$ cat src/rtl/memory_issue_queue_if.sv
// ============================================================================
//  Module      : memory_issue_queue_if
//  Description : Dispatch, CDB, ROB-head and issue-port bundle for the memory
//                issue queue.
//  Revision    : 1.0 - initial release
// ============================================================================
`default_nettype none

interface memory_issue_queue_if #(
    parameter int PR_W = 6
);
    logic            flush;
    logic            disp_valid;
    logic            disp_ready;
    logic [3:0]      disp_opcode;
    logic [4:0]      disp_ROB_entry;
    logic [15:0]     disp_base_val;
    logic [3:0]      disp_imm;
    logic [PR_W-1:0] disp_off_preg;
    logic            disp_off_rdy;
    logic [7:0]      disp_off_val;
    logic [PR_W-1:0] disp_dat_preg;
    logic            disp_dat_rdy;
    logic [7:0]      disp_dat_val;
    logic [PR_W-1:0] disp_dest_reg;
    logic [7:0]      disp_dest_arch;
    logic            cdb_valid;
    logic [PR_W-1:0] cdb_preg;
    logic [7:0]      cdb_data;
    logic [4:0]      rob_head;
    logic [3:0]      opcode;
    logic [4:0]      ROB_entry;
    logic [15:0]     base_val;
    logic [7:0]      offset;
    logic [PR_W-1:0] dest_reg;
    logic [7:0]      data;
    logic [3:0]      imm;
    logic [7:0]      dest_arch_regs;
    logic            output_valid;
    logic            output_ready;

    // Environment side: dispatch stage, CDB, ROB and memory pipeline.
    modport master (
        output flush, disp_valid, disp_opcode, disp_ROB_entry, disp_base_val,
               disp_imm, disp_off_preg, disp_off_rdy, disp_off_val,
               disp_dat_preg, disp_dat_rdy, disp_dat_val, disp_dest_reg,
               disp_dest_arch, cdb_valid, cdb_preg, cdb_data, rob_head,
               output_ready,
        input  disp_ready, opcode, ROB_entry, base_val, offset, dest_reg,
               data, imm, dest_arch_regs, output_valid
    );

    modport slave (
        input  flush, disp_valid, disp_opcode, disp_ROB_entry, disp_base_val,
               disp_imm, disp_off_preg, disp_off_rdy, disp_off_val,
               disp_dat_preg, disp_dat_rdy, disp_dat_val, disp_dest_reg,
               disp_dest_arch, cdb_valid, cdb_preg, cdb_data, rob_head,
               output_ready,
        output disp_ready, opcode, ROB_entry, base_val, offset, dest_reg,
               data, imm, dest_arch_regs, output_valid
    );
endinterface

`default_nettype wire

$ cat src/rtl/memory_issue_queue.sv
// ============================================================================
//  Module      : memory_issue_queue
//  Description : In-order load/store issue queue with CDB operand wakeup;
//                stores issue only when they are the ROB head.
//  Revision    : 1.0 - initial release
// ============================================================================
`default_nettype none

module memory_issue_queue #(
    parameter int DEPTH = 8,
    parameter int PTR_W = 3,
    parameter int PR_W  = 6
) (
    input  wire logic             clk,
    input  wire logic             rst,
    memory_issue_queue_if.slave   bus
);
    localparam logic [PTR_W:0] c_depth = (PTR_W+1)'(DEPTH);

    logic [DEPTH-1:0] r_vld;
    logic [3:0]       r_opcode   [DEPTH];
    logic [4:0]       r_rob      [DEPTH];
    logic [15:0]      r_base     [DEPTH];
    logic [3:0]       r_imm      [DEPTH];
    logic [PR_W-1:0]  r_off_preg [DEPTH];
    logic             r_off_rdy  [DEPTH];
    logic [7:0]       r_off_val  [DEPTH];
    logic [PR_W-1:0]  r_dat_preg [DEPTH];
    logic             r_dat_rdy  [DEPTH];
    logic [7:0]       r_dat_val  [DEPTH];
    logic [PR_W-1:0]  r_dest     [DEPTH];
    logic [7:0]       r_arch     [DEPTH];

    logic [PTR_W-1:0] r_head;
    logic [PTR_W-1:0] r_tail;
    logic [PTR_W:0]   r_count;
    logic             r_out_valid;
    logic [3:0]       r_out_opcode;
    logic [4:0]       r_out_rob;
    logic [15:0]      r_out_base;
    logic [7:0]       r_out_off;
    logic [PR_W-1:0]  r_out_dest;
    logic [7:0]       r_out_dat;
    logic [3:0]       r_out_imm;
    logic [7:0]       r_out_arch;

    logic w_push;
    logic w_pop;
    logic w_head_issuable;
    logic w_disp_off_hit;
    logic w_disp_dat_hit;

    assign bus.disp_ready = (r_count != c_depth);
    assign w_push         = bus.disp_valid & bus.disp_ready;

    // Stores must wait for the ROB head so they never execute speculatively.
    assign w_head_issuable = (r_count != '0) & r_off_rdy[r_head] & r_dat_rdy[r_head]
                           & (~r_opcode[r_head][0] | (r_rob[r_head] == bus.rob_head));
    assign w_pop = (~r_out_valid | bus.output_ready) & w_head_issuable;

    assign w_disp_off_hit = bus.cdb_valid & ~bus.disp_off_rdy & (bus.disp_off_preg == bus.cdb_preg);
    assign w_disp_dat_hit = bus.cdb_valid & ~bus.disp_dat_rdy & (bus.disp_dat_preg == bus.cdb_preg);

    always_ff @(posedge clk) begin
        if (rst || bus.flush) begin
            r_head      <= '0;
            r_tail      <= '0;
            r_count     <= '0;
            r_vld       <= '0;
            r_out_valid <= 1'b0;
        end else begin
            for (int i = 0; i < DEPTH; i++) begin
                if (r_vld[i] && !r_off_rdy[i] && bus.cdb_valid && r_off_preg[i] == bus.cdb_preg) begin
                    r_off_rdy[i] <= 1'b1;
                    r_off_val[i] <= bus.cdb_data;
                end
                if (r_vld[i] && !r_dat_rdy[i] && bus.cdb_valid && r_dat_preg[i] == bus.cdb_preg) begin
                    r_dat_rdy[i] <= 1'b1;
                    r_dat_val[i] <= bus.cdb_data;
                end
            end

            // Tail slot is never valid while pushing, so it cannot collide with wakeup or pop.
            if (w_push) begin
                r_vld[r_tail]      <= 1'b1;
                r_opcode[r_tail]   <= bus.disp_opcode;
                r_rob[r_tail]      <= bus.disp_ROB_entry;
                r_base[r_tail]     <= bus.disp_base_val;
                r_imm[r_tail]      <= bus.disp_imm;
                r_off_preg[r_tail] <= bus.disp_off_preg;
                r_off_rdy[r_tail]  <= bus.disp_off_rdy | w_disp_off_hit;
                r_off_val[r_tail]  <= w_disp_off_hit ? bus.cdb_data : bus.disp_off_val;
                r_dat_preg[r_tail] <= bus.disp_dat_preg;
                r_dat_rdy[r_tail]  <= bus.disp_dat_rdy | w_disp_dat_hit;
                r_dat_val[r_tail]  <= w_disp_dat_hit ? bus.cdb_data : bus.disp_dat_val;
                r_dest[r_tail]     <= bus.disp_dest_reg;
                r_arch[r_tail]     <= bus.disp_dest_arch;
                r_tail             <= r_tail + 1'b1;
            end

            if (w_pop) begin
                r_vld[r_head] <= 1'b0;
                r_head        <= r_head + 1'b1;
                r_out_valid   <= 1'b1;
                r_out_opcode  <= r_opcode[r_head];
                r_out_rob     <= r_rob[r_head];
                r_out_base    <= r_base[r_head];
                r_out_off     <= r_off_val[r_head];
                r_out_dest    <= r_dest[r_head];
                r_out_dat     <= r_dat_val[r_head];
                r_out_imm     <= r_imm[r_head];
                r_out_arch    <= r_arch[r_head];
            end else if (bus.output_ready) begin
                r_out_valid <= 1'b0;
            end

            case ({w_push, w_pop})
                2'b10:   r_count <= r_count + 1'b1;
                2'b01:   r_count <= r_count - 1'b1;
                default: r_count <= r_count;
            endcase
        end
    end

    assign bus.output_valid   = r_out_valid;
    assign bus.opcode         = r_out_opcode;
    assign bus.ROB_entry      = r_out_rob;
    assign bus.base_val       = r_out_base;
    assign bus.offset         = r_out_off;
    assign bus.dest_reg       = r_out_dest;
    assign bus.data           = r_out_dat;
    assign bus.imm            = r_out_imm;
    assign bus.dest_arch_regs = r_out_arch;

endmodule

`default_nettype wire
$ cat src/flat_wrapper.sv
// flat-port wrapper written by rule: the top's interface ports become plain ports
module memory_issue_queue_flat 
#(
    parameter int DEPTH = 8,
    parameter int PTR_W = 3,
    parameter int PR_W  = 6
)
  (clk, rst, bus_flush, bus_disp_valid, bus_disp_opcode, bus_disp_ROB_entry, bus_disp_base_val, bus_disp_imm, bus_disp_off_preg, bus_disp_off_rdy, bus_disp_off_val, bus_disp_dat_preg, bus_disp_dat_rdy, bus_disp_dat_val, bus_disp_dest_reg, bus_disp_dest_arch, bus_cdb_valid, bus_cdb_preg, bus_cdb_data, bus_rob_head, bus_output_ready, bus_disp_ready, bus_opcode, bus_ROB_entry, bus_base_val, bus_offset, bus_dest_reg, bus_data, bus_imm, bus_dest_arch_regs, bus_output_valid);
  memory_issue_queue_if #(.PR_W(PR_W)) bus_i ();
  input  wire logic clk;
  input  wire logic rst;
  input wire logic [$bits(bus_i.flush)-1:0] bus_flush;
  input wire logic [$bits(bus_i.disp_valid)-1:0] bus_disp_valid;
  input wire logic [$bits(bus_i.disp_opcode)-1:0] bus_disp_opcode;
  input wire logic [$bits(bus_i.disp_ROB_entry)-1:0] bus_disp_ROB_entry;
  input wire logic [$bits(bus_i.disp_base_val)-1:0] bus_disp_base_val;
  input wire logic [$bits(bus_i.disp_imm)-1:0] bus_disp_imm;
  input wire logic [$bits(bus_i.disp_off_preg)-1:0] bus_disp_off_preg;
  input wire logic [$bits(bus_i.disp_off_rdy)-1:0] bus_disp_off_rdy;
  input wire logic [$bits(bus_i.disp_off_val)-1:0] bus_disp_off_val;
  input wire logic [$bits(bus_i.disp_dat_preg)-1:0] bus_disp_dat_preg;
  input wire logic [$bits(bus_i.disp_dat_rdy)-1:0] bus_disp_dat_rdy;
  input wire logic [$bits(bus_i.disp_dat_val)-1:0] bus_disp_dat_val;
  input wire logic [$bits(bus_i.disp_dest_reg)-1:0] bus_disp_dest_reg;
  input wire logic [$bits(bus_i.disp_dest_arch)-1:0] bus_disp_dest_arch;
  input wire logic [$bits(bus_i.cdb_valid)-1:0] bus_cdb_valid;
  input wire logic [$bits(bus_i.cdb_preg)-1:0] bus_cdb_preg;
  input wire logic [$bits(bus_i.cdb_data)-1:0] bus_cdb_data;
  input wire logic [$bits(bus_i.rob_head)-1:0] bus_rob_head;
  input wire logic [$bits(bus_i.output_ready)-1:0] bus_output_ready;
  output wire logic [$bits(bus_i.disp_ready)-1:0] bus_disp_ready;
  output wire logic [$bits(bus_i.opcode)-1:0] bus_opcode;
  output wire logic [$bits(bus_i.ROB_entry)-1:0] bus_ROB_entry;
  output wire logic [$bits(bus_i.base_val)-1:0] bus_base_val;
  output wire logic [$bits(bus_i.offset)-1:0] bus_offset;
  output wire logic [$bits(bus_i.dest_reg)-1:0] bus_dest_reg;
  output wire logic [$bits(bus_i.data)-1:0] bus_data;
  output wire logic [$bits(bus_i.imm)-1:0] bus_imm;
  output wire logic [$bits(bus_i.dest_arch_regs)-1:0] bus_dest_arch_regs;
  output wire logic [$bits(bus_i.output_valid)-1:0] bus_output_valid;
  assign bus_i.flush = bus_flush;
  assign bus_i.disp_valid = bus_disp_valid;
  assign bus_i.disp_opcode = bus_disp_opcode;
  assign bus_i.disp_ROB_entry = bus_disp_ROB_entry;
  assign bus_i.disp_base_val = bus_disp_base_val;
  assign bus_i.disp_imm = bus_disp_imm;
  assign bus_i.disp_off_preg = bus_disp_off_preg;
  assign bus_i.disp_off_rdy = bus_disp_off_rdy;
  assign bus_i.disp_off_val = bus_disp_off_val;
  assign bus_i.disp_dat_preg = bus_disp_dat_preg;
  assign bus_i.disp_dat_rdy = bus_disp_dat_rdy;
  assign bus_i.disp_dat_val = bus_disp_dat_val;
  assign bus_i.disp_dest_reg = bus_disp_dest_reg;
  assign bus_i.disp_dest_arch = bus_disp_dest_arch;
  assign bus_i.cdb_valid = bus_cdb_valid;
  assign bus_i.cdb_preg = bus_cdb_preg;
  assign bus_i.cdb_data = bus_cdb_data;
  assign bus_i.rob_head = bus_rob_head;
  assign bus_i.output_ready = bus_output_ready;
  assign bus_disp_ready = bus_i.disp_ready;
  assign bus_opcode = bus_i.opcode;
  assign bus_ROB_entry = bus_i.ROB_entry;
  assign bus_base_val = bus_i.base_val;
  assign bus_offset = bus_i.offset;
  assign bus_dest_reg = bus_i.dest_reg;
  assign bus_data = bus_i.data;
  assign bus_imm = bus_i.imm;
  assign bus_dest_arch_regs = bus_i.dest_arch_regs;
  assign bus_output_valid = bus_i.output_valid;
  memory_issue_queue #(.DEPTH(DEPTH), .PTR_W(PTR_W), .PR_W(PR_W)) u_core (.clk(clk), .rst(rst), .bus(bus_i));
endmodule
$ cat config.mk
export PLATFORM = sky130hd
export DESIGN_NAME = memory_issue_queue_flat
export DESIGN_NICKNAME = d
export VERILOG_FILES = /design/src/rtl/memory_issue_queue_if.sv /design/src/rtl/memory_issue_queue.sv /design/src/flat_wrapper.sv
export SDC_FILE = /design/constraint.sdc
export NUM_CORES = 1
export LEC_CHECK = 0
export CORE_MARGIN = 8
export CORE_UTILIZATION = 46
export CTS_CLUSTER_DIAMETER = 60
export DETAILED_ROUTE_END_ITERATION = 6
export SKIP_CTS_REPAIR_TIMING = 1
export SLEW_MARGIN = 5
export SYNTH_ARGS = -nofsm -noshare
export SYNTH_HDL_FRONTEND = slang
export SYNTH_SLANG_ARGS = --single-unit
$ cat constraint.sdc
create_clock -name clk -period 6.1 [get_ports clk]
set_input_delay 1.83 -clock clk [delete_from_list [all_inputs] [get_ports clk]]
set_output_delay 1.83 -clock clk [all_outputs]
set_load 0.1 [all_outputs]
======== Yosys cells after proc, flatten, opt, wreduce, memory -nomap -nowiden ========
Memory sizes are Yosys's and may differ from the RTL's. A register that Yosys moved wholly into a read port is not among the register bits.
Cells that the tools add are included.
word-level totals
  register bits ........................... 28
  latch bits .............................. 0
  bits in writable memories ............... 584
  bits in read-only memories .............. 0
  input bits .............................. 98
  output and inout bits ................... 61
  memories kept ........................... 12
memory list
  memory             words  bits a word  rd ports  clocked after Yosys merged registers in  wr ports  RTL line                  source
  u_core.r_base      8      16           1         1                                        1         memory_issue_queue.sv:23  logic [15:0] r_base [DEPTH];
  u_core.r_arch      8      8            1         1                                        1         memory_issue_queue.sv:32  logic [7:0] r_arch [DEPTH];
  u_core.r_dat_val   8      8            1         1                                        9         memory_issue_queue.sv:30  logic [7:0] r_dat_val [DEPTH];
  u_core.r_off_val   8      8            1         1                                        9         memory_issue_queue.sv:27  logic [7:0] r_off_val [DEPTH];
  u_core.r_dat_preg  8      6            8         0                                        1         memory_issue_queue.sv:28  logic [PR_W-1:0] r_dat_preg [DEPTH];
  u_core.r_dest      8      6            1         1                                        1         memory_issue_queue.sv:31  logic [PR_W-1:0] r_dest [DEPTH];
  +6 memories        n/a    n/a          n/a       n/a                                      n/a       n/a
operators by class
  $add $sub $neg .......................... 4
  $mul .................................... 0
  div/mod/pow operators ................... 0
  order comparisons ....................... 4
  eq/ne operators ......................... 22
  shift-type cells ........................ 0
  multiplexer cells ....................... 71
  bitwise operators ....................... 21
  reductions and logical operators ........ 71
operator list
  cell                                                  number
  == test 6 bit                                         18
  2-to-1 mux 1 bit                                      55
  logical AND 1 bit                                     50
  2-to-1 mux 8 bit                                      5
  2-to-1 mux 3 bit                                      8
  zero test 1 bit                                       16
  bitwise AND 1 bit                                     9
  bitwise AND 8 bit                                     1
  < comparator 3 x 4 -> 1 bit (second input constant)   2
  NOT 8 bit                                             1
  bitwise OR 8 bit                                      1
  case mux 4 bit (2 select lines)                       1
  adder 3 x 1 -> 3 bit (second input constant)          2
  demux 1 bit (select 3 bit)                            2
  >= comparator 3 x 1 -> 1 bit (second input constant)  2
  == test 5 bit                                         1
  NOT 1 bit                                             5
  adder 4 x 1 -> 4 bit (second input constant)          1
  inequality test 4 bit (second input constant)         1
  bitwise OR 1 bit                                      4
  nonzero test 2 bit                                    2
  nonzero test 4 bit                                    1
  subtractor 4 x 1 -> 4 bit (second input constant)     1
  == test 2 x 1 -> 1 bit (second input constant)        1
  other kinds (3)                                       3

======== Depth between registers and ports, before layout ========
Gate-level depths: netlist of the first run.
  depth after elaboration ................. 9
  depth in mapped cells ................... 16
  depth with buffers taken out ............ 13

======== Worst setup path before layout of the first run ========
OpenSTA, ideal clock, no wires.
  path type ............................... input port to flip-flop
  start point ............................. input port bus_flush
  end point ............................... memory u_core.r_dat_val[4][7] (data pin)
  setup time .............................. 0.350 ns
  data arrival time ....................... 4.603 ns
  required time ........................... 5.750 ns
  setup slack ............................. 1.147 ns
  cell stages on the path ................. 6
  cell sequence ........................... nor2_1 > nand4_1 > nor3_1 > clkbuf_1 > clkbuf_1 > a21oi_1
RTL lines
  what             RTL line                  source
  start, declared  flat_wrapper.sv:12        input wire logic [$bits(bus_i.flush)-1:0] bus_flush;
  end, declared    memory_issue_queue.sv:30

======== Worst setup path in the final report of the first run ========
  start point ............................. register u_core.r_count[1]
  end point ............................... output port bus_disp_ready
on the way
  word-level cells in the longest chain between the ends .. 1
RTL lines
  what                    RTL line                   source
  start, declared         memory_issue_queue.sv:36   logic [PTR_W:0] r_count;
  start signal, assigned  memory_issue_queue.sv:118  2'b10: r_count <= r_count + 1'b1;
  start signal, assigned  memory_issue_queue.sv:119  2'b01: r_count <= r_count - 1'b1;
  start signal, assigned  memory_issue_queue.sv:120  default: r_count <= r_count;
  inequality test 4 bit   memory_issue_queue.sv:53   assign bus.disp_ready = (r_count != c_depth);
  end, declared           flat_wrapper.sv:31         output wire logic [$bits(bus_i.disp_ready)-1:0] bus_disp_ready;
Every way passes these cells.

==> impl_metrics.csv, run 1 <==
group,metric,value,unit
floorplan,die_h,257,um
cells_and_area,nNetsFinal,1756,
synth,async_flop_share,0,
global_routing,met3_usage,0.0352,
worst_setup_path,cp-start-kind,"flip-flop",
clock_network,cts_sinks,665,
synth,yosys_warnings,0,
pwr,power.internal,7.44,mW
sta,timing.final.crit_share,0.720,
cells_and_area,top_register,"u_core.r_base",
sta,maxSlewHeadroom,0.265,
global_routing,grt_pass1_wl,93.7,mm
cells_and_area,final_core_utilization,0.544,
clock_network,clock_path_buffers,3,
synth,synth_cell_types,47,
clock_network,clock_latency,0.61,ns
synth,synth_area,26600,um^2
worst_setup_path,crit_required,4.27,ns
worst_setup_path,worstSetupPathType,"flip-flop to output port",
synth,syn_inst,1478,
floorplan,core_area,57500,um^2
synth,ys_seq_elements,665,
drt,vias,14000,
drt,routed_wl,62.9,mm
drt,drtIter0Drc,1207,
cells_and_area,area_growth,17.4,%
global_routing,busiest_layer,"met2",
pwr,p_leak,9.95,nW
worst_setup_path,cp.arrival,2.56,ns
sta,rsz0062_at_grt,"false",
drt,drc_errors,0,
drt,wl_per_cell,25.5,um
worst_setup_path,cp-end-kind,"output port",
sta,hold-worst-slack,0.510,ns
cells_and_area,design_area,31300,um^2
worst_hold_path,hp-class,"flip-flop to flip-flop",
drt,antenna_left,0,
global_routing,grt_max_degree,75,
floorplan,die_area,65900,um^2
synth,synth-seq-area-share,0.735,
sta,finClkSkew,0.0248,ns
pwr,irDropWorstVdd,0.000190,V
sta,min_period,4.39,ns
sta,fin_ws,1.71,ns
clock_network,cts_made_buffers,69,
placement,port_buffers,158,
sta,fmaxAchievable,228,MHz
outcome,outcome,"completed",
clock_network,root_buffer,"clkbuf_16",
floorplan,ioPinCount,159,
synth,synth_fp_nets,1581,
global_routing,gr-usage-all-layers,0.189,
global_routing,grt_overflow,0,
global_routing,grt_pass1_vias,14800,
sta,tns,0,ns
pwr,p_clk_frac,0.421,
global_routing,grt_util_met1,0.257,
global_routing,antenna_found_initial,2,
floorplan,rows,88,
sta,hold_viol,0,
cells_and_area,diodes,0,
cells_and_area,drive_gt1_frac,0.186,
sta,worstMarginPinSlew,1.10,ns
pwr,combPwrFrac,0.041,
pwr,p_seq_frac,0.538,
global_routing,grt_use_met2,0.304,
pwr,p_per_area,300,nW/um^2
floorplan,start_util,0.464,
synth,ys.flop_type,"edfxtp_1",
job,cap_viol_max_count,0,
drt,drt_first_pass_iters,5,
clock_network,cts_max_level,3,
placement,hpwl,37.2,mm
pwr,switching_share,0.206,
sta,slew_viol_final,0,
drt,vias_per_cell,5.66,
synth,synth_edf_count,627,
cells_and_area,largest_reg_flops,128,
clock_network,cts_tree,"yes",
floorplan,fp.dieW,257,um
worst_setup_path,crit_fanout,8,
synth,syn_avg_cell_area,18.0,um^2
pwr,switchingPower,1.93,mW
sta,setup_viol,0,
clock_network,clk_pin_slew,0.06,ns
placement,gp_congestion,0.826,
placement,postPlaceCellArea,29200,um^2
placement,pre_cts_slack,1.34,ns
[per-stage QoR]
step           total power [mW]  cells
2_1_floorplan              5.34   1478
3_3_place_gp               5.51   2347
5_1_grt                    9.65   2467
6_report                   9.37   2467
4_1_cts                    9.46   2467
3_5_place_dp               5.52   2347
[per-layer routing]
metal  up-vias  routed length (um)
li1       6203                   -
met4         2                1500
met3        99                3880
met2       452               30400
met1      7203               27000
met5         -                  13
[synth_stat cells, types with 4 or more instances]
cell       number  area share
a21o_1          4      0.0011
a21oi_1       154       0.029
a2bb2oi_1       8      0.0026
a31o_2         12      0.0039
and3_1          7      0.0016
buf_1          13      0.0018
buf_2          30      0.0056
clkbuf_1       44      0.0062
dfxtp_1        38       0.029
edfxtp_1      627        0.71
ha_1            5      0.0023
inv_1           4     0.00056
mux2_2         57       0.024
mux2i_1        31       0.012
mux4_2        109       0.092
nand2_1        16      0.0023
nand2b_1        5      0.0012
nand3_1        14      0.0026
nand4_1         4     0.00094
nor2_1         93       0.013
nor2b_1         4     0.00094
nor3_1         17      0.0032
nor4_1         22      0.0052
o21ai_0         9      0.0017
or3_1           4     0.00094
xnor2_1        10      0.0033
xor2_1        108       0.036
[layout make-up]
type / count / area (um^2)
flip-flops and latches: 665 / 19600
multi-input cells: 719 / 6710
clock buffers: 94 / 1890
clock inverters: 26 / 185
fillers: 4594 / 26200
repair buffers: 194 / 1900
well taps: 765 / 957
inverters: 4 / 15.0
[cells by family after synthesis]
kind of cell / count (synthesis) / share of synthesized area
AOI/OAI and AO/OA: 200 / 0.0428
DFF: 665 / 0.735
and+or+nand+nor: 196 / 0.0348
buffers and inverters: 94 / 0.0152
xor gates and xnor gates: 118 / 0.0388
muxes: 200 / 0.131
adders and majority gates: 5 / 0.00235
[path summary, 6_finish.rpt]
| kind | end | start | slack (ns) | cells past startpoint |
|---|---|---|---|---|
| worst max-delay path | bus_disp_ready | u_core.r_count[1] | 1.71 | 3 |
| worst min-delay path | u_core.r_dat_rdy[0] | u_core.r_dat_rdy[0] | 0.51 | 1 |
| worst max register to register | u_core.r_count[2] | flip-flop | 2.03 | 13 |
| worst min register to register | u_core.r_dat_rdy[0] | u_core.r_dat_rdy[0] | 0.51 | 1 |
[layout by cell type (no fill, tap or decap), types with 21 or more instances in the layout]
cell,instances
a21oi_1,154
buf_4,32
clkbuf_1,21
clkbuf_16,72
clkdlybuf4s50_1,158
dfxtp_1,35
edfxtp_1,627
mux2_2,57
mux2i_1,31
mux4_2,109
nor2_1,87
nor4_1,21
xor2_1,108
[power groups by stage]
stage          Sequential, mW  Combinational, mW  Clock [mW]
2_1_floorplan            5.15              0.188           0
3_3_place_gp             5.14              0.374           0
3_5_place_dp             5.14              0.381           0
4_1_cts                  5.04              0.383        4.03
5_1_grt                  5.04              0.412        4.20
6_report                 5.04              0.380        3.94
[critical path, stage by stage (launching register included)]
cell and delay, ns:
dfxtp_1 0.46, nor3_1 0.09, nand2_1 0.21, clkdlybuf4s50_1 1.19
Note: power is estimated with default switching activity, not from simulation.
==> run 2, diff against run 1 <==
PLACE_DENSITY = 0.67   (was not set)
clock period = 4 ns   (was 6.1 ns; I/O delays follow)
==> impl_metrics.csv, run 2 (synthesized netlist as in run 1, its figures left out) <==
group,metric,value,unit
worst_setup_path,worstSetupPathType,"flip-flop to flip-flop",
cells_and_area,design_area,32000,um^2
job,cap_viol_max_count,0,
cells_and_area,drive_gt1_frac,0.234,
placement,postPlaceCellArea,29700,um^2
global_routing,grt_pass1_vias,14900,
clock_network,cts_max_level,3,
floorplan,die_h,257,um
worst_setup_path,crit_required,4.52,ns
worst_setup_path,r2r_slack,0.49,ns
clock_network,clock_latency,0.60,ns
sta,slew_viol_final,0,
sta,finClkSkew,0.0219,ns
clock_network,root_buffer,"clkbuf_16",
cells_and_area,final_cell_mix,"edfxtp_1 (627), a21oi_1 (154), clkdlybuf4s50_1 (141)",
floorplan,ioPinCount,159,
global_routing,antenna_found_initial,2,
placement,port_buffers,158,
placement,hpwl,37.9,mm
drt,vias_per_cell,5.68,
drt,vias,14300,
worst_setup_path,cp_top_family,"compound AO/OA/AOI/OAI gates",
cells_and_area,largest_reg_flops,128,
floorplan,start_util,0.464,
global_routing,grt_overflow,0,
worst_setup_path,cp-start-kind,"flip-flop",
pwr,irDropWorstVdd,0.000309,V
worst_setup_path,cp_cell_sequence,"buf_4, mux4_1, mux2i_4, xnor2_1, o41ai_4, and2_1, ha_1, xor2_1, ha_1, a21oi_1, xor2_1, or3_1, a21oi_1",
cells_and_area,layout_commonest_cell,"edfxtp_1",
worst_setup_path,crit_fanout,14,
worst_setup_path,crit_buf_inv,1,
sta,worstMarginPinSlew,1.03,ns
outcome,outcome,"completed",
sta,tns,0,ns
sta,hold_viol,0,
drt,drtIter0Drc,1339,
cells_and_area,fillers,4456,
floorplan,die_area,65900,um^2
clock_network,clk_pin_slew,0.06,ns
drt,drc_errors,0,
sta,setup_viol,0,
cells_and_area,nNetsFinal,1810,
cells_and_area,top_register,"u_core.r_base",
worst_setup_path,slowest_delay,0.62,ns
clock_network,cts_tree,"yes",
sta,timing.final.crit_share,0.878,
drt,drt_first_pass_iters,5,
placement,gp_congestion,0.802,
pwr,p_leak,10.4,nW
worst_hold_path,hp-class,"flip-flop to flip-flop",
pwr,p_per_area,458,nW/um^2
sta,rsz0062_at_grt,"false",
drt,routed_wl,61.9,mm
clock_network,cts_sinks,665,
clock_network,cts_made_buffers,69,
placement,pre_cts_slack,0.179,ns
sta,fin_ws,0.489,ns
global_routing,grt_max_degree,65,
worst_setup_path,cp.arrival,4.03,ns
worst_setup_path,cp-end-kind,"flip-flop",
sta,min_period,3.51,ns
sta,fmaxAchievable,285,MHz
worst_setup_path,crit_path_top_delay_cell,"dfxtp_1",
floorplan,rows,88,
sta,maxSlewHeadroom,0.310,
cells_and_area,area_growth,20.0,%
floorplan,fp.dieW,257,um
global_routing,grt_pass1_wl,93.4,mm
floorplan,core_area,57500,um^2
drt,antenna_left,0,
global_routing,gr-usage-all-layers,0.187,
drt,wl_per_cell,24.5,um
clock_network,clock_path_buffers,3,
## run 2: final timing paths
path	start	to	depth (start not counted)
worst min register to register	u_core.r_off_rdy[2]	u_core.r_off_rdy[2]	1
worst max register to register	flip-flop	u_core.r_count[2]	13
worst min-delay path	u_core.r_off_rdy[2]	u_core.r_off_rdy[2]	1
worst max-delay path	flip-flop	u_core.r_count[2]	13
## run 2: stage by stage
step	hold WS [ns]	utilization	power (mW)	std cells
CTS	0.509	0.556	14.7	2525
floorplan	0.476	-	8.14	1478
global placement	0.494	0.517	8.43	2401
finish	0.510	0.556	14.6	2526
detailed placement	0.501	0.517	8.45	2401
global route	0.527	0.556	15.1	2525
## run 2: area by class of cell
cell class / count / area, um^2 / share of cell area
sequential: 665 / 19600 / 0.613
clock inverter: 36 / 345 / 0.0108
tap: 765 / 957 / 0.0299
timing repair buffer: 248 / 2440 / 0.0763
antenna: 1 / 2.50 / 0.0000782
multi-input combinational: 719 / 6710 / 0.210
clock buffer: 88 / 1910 / 0.0598
inverter: 4 / 15.0 / 0.000469
## run 2: metal layers
layer	global-route usage	part of all wire	wire length, um	up-vias
met2	0.303	0.48	30000	487
met4	0.0523	0.020	1210	2
met5	0	0.00018	11	-
met3	0.0333	0.063	3910	83
met1	0.258	0.43	26800	7456
li1	-	-	-	6317
## run 2: power breakdown
part / internal [mW] / switching [mW] / leakage, nW
clock network: 3.73 / 2.61 / 1.10
logic: 0.268 / 0.346 / 3.31
registers: 7.66 / 0.0299 / 5.96
==> run 3, diff against run 2 <==
ABC_CLOCK_PERIOD_IN_PS = 4000   (was not set)
CTS_BUF_LIST = sky130_fd_sc_hd__clkbuf_8   (was not set)
MAX_ROUTING_LAYER = met4   (was not set)
==> impl_metrics.csv, run 3 (synthesized netlist as in run 1, its figures left out) <==
group,metric,value,unit
cells_and_area,layout_commonest_cell,"edfxtp_1",
clock_network,cts_sinks,665,
global_routing,grt_max_degree,65,
sta,hold_viol,0,
worst_setup_path,crit_path_top_delay_cell,"dfxtp_1",
clock_network,root_buffer,"clkbuf_8",
floorplan,rows,88,
worst_setup_path,crit_buf_inv,1,
worst_setup_path,crit_fanout,14,
sta,min_period,3.50,ns
pwr,finalPower,13.5,mW
drt,antenna_left,0,
global_routing,grt_pass1_wl,93.5,mm
clock_network,clock_latency,0.69,ns
floorplan,fp.dieW,257,um
placement,port_buffers,158,
cells_and_area,final_cell_mix,"edfxtp_1 (627), a21oi_1 (154), clkdlybuf4s50_1 (141)",
worst_setup_path,cp-end-kind,"flip-flop",
global_routing,antenna_found_initial,1,
sta,rsz0062_at_grt,"false",
cells_and_area,fin_cells,2589,
global_routing,grt_overflow,0,
sta,tns,0,ns
cells_and_area,top_register,"u_core.r_base",
worst_setup_path,cp_top_family,"compound AO/OA/AOI/OAI gates",
pwr,irDropWorstVdd,0.000254,V
cells_and_area,largest_reg_flops,128,
drt,routed_wl,62.1,mm
outcome,outcome,"completed",
job,cap_viol_max_count,0,
drt,drc_errors,0,
placement,gp_congestion,0.813,
floorplan,start_util,0.464,
sta,worstMarginPinSlew,1.10,ns
drt,vias_per_cell,5.58,
worst_setup_path,crit_required,4.62,ns
cells_and_area,seqCellArea,19600,um^2
sta,fmaxAchievable,286,MHz
sta,slew_viol_final,0,
worst_setup_path,cp_cell_sequence,"buf_4, mux4_1, mux2i_4, xnor2_1, o41ai_4, and2_1, ha_1, xor2_1, ha_1, a21oi_1, xor2_1, or3_1, a21oi_1",
cells_and_area,fillers,4523,
drt,wl_per_cell,24.0,um
worst_hold_path,hp-class,"flip-flop to flip-flop",
drt,drtIter0Drc,1261,
clock_network,clk_pin_slew,0.06,ns
clock_network,cts_tree,"yes",
cells_and_area,area_growth,18.6,%
sta,finClkSkew,0.0271,ns
cells_and_area,drive_gt1_frac,0.238,
cells_and_area,multiInputGateArea,6710,um^2
floorplan,die_area,65900,um^2
worst_setup_path,cp.arrival,4.12,ns
floorplan,die_h,257,um
sta,timing.final.crit_share,0.875,
cells_and_area,design_area,31600,um^2
drt,vias,14400,
pwr,p_leak,10.3,nW
clock_network,cts_max_level,3,
drt,drt_first_pass_iters,7,
pwr,p_per_area,426,nW/um^2
cells_and_area,nNetsFinal,1845,
global_routing,gr-usage-all-layers,0.192,
placement,postPlaceCellArea,29700,um^2
global_routing,grt_pass1_vias,15100,
worst_setup_path,cp-start-kind,"flip-flop",
sta,maxSlewHeadroom,0.261,
floorplan,ioPinCount,159,
clock_network,clock_path_buffers,3,
floorplan,core_area,57500,um^2
clock_network,cts_made_buffers,104,
worst_setup_path,slowest_delay,0.61,ns
sta,setup_viol,0,
worst_setup_path,worstSetupPathType,"flip-flop to flip-flop",
placement,dp.cells,2401,
placement,hpwl,37.9,mm
==> run 3: cell count changes in the layout (fill, tap and decap cells not counted), moves of 11 or more <==
cell,before,now
clkbuf_1,11,0
clkbuf_8,5,110
clkinv_1,5,23
inv_1,4,38
clkbuf_16,72,0
==> run 3: path summary, 6_finish.rpt <==
check / start / endpoint / slack (ns) / cells after the start
max: flip-flop / u_core.r_count[2] / 0.50 / 13
min: u_core.r_off_rdy[2] / u_core.r_off_rdy[2] / 0.51 / 1
max reg2reg: flip-flop / u_core.r_count[2] / 0.50 / 13
min reg2reg: u_core.r_off_rdy[2] / u_core.r_off_rdy[2] / 0.51 / 1
==> run 3: worst register-to-register path: stages, from the launching register on <==
cell and delay, ns:
dfxtp_1 0.61, buf_4 0.32, mux4_1 0.36, mux2i_4 0.20, xnor2_1 0.12, o41ai_4 0.35
and2_1 0.20, ha_1 0.26, xor2_1 0.10, ha_1 0.18, a21oi_1 0.17, xor2_1 0.11
or3_1 0.31, a21oi_1 0.14
==> run 3: layout make-up <==
| type | instances | area share |
|---|---|---|
| clock inverter | 77 | 0.0116 |
| timing repair buffer | 248 | 0.0772 |
| tap | 765 | 0.0303 |
| clock buffer | 110 | 0.0479 |
| antenna | 1 | 0.0000792 |
| multi-input combinational | 719 | 0.212 |
| sequential | 665 | 0.620 |
| inverter | 4 | 0.000475 |
==> run 3: metal layers <==
| metal | vias to the layer above | GRT usage | wire, um |
|---|---|---|---|
| li1 | 6395 | - | - |
| met1 | 7411 | 0.256 | 26800 |
| met2 | 557 | 0.300 | 29700 |
| met3 | 86 | 0.0366 | 4240 |
| met4 | 0 | 0.0603 | 1370 |
| met5 | - | - | 0 |
==> run 3: power breakdown <==
part           internal [mW]  switching (mW)
logic                  0.268           0.345
clock network           2.60            2.56
registers               7.66          0.0305
total                   10.5            2.93
==> run 3: stage by stage <==
stage	util	hold WS, ns	setup slack [ns]
floorplan	-	0.476	0.177
global placement	0.517	0.494	0.219
detailed placement	0.517	0.501	0.179
CTS	0.550	0.509	0.460
global route	0.550	0.527	0.226
finish	0.550	0.509	0.502
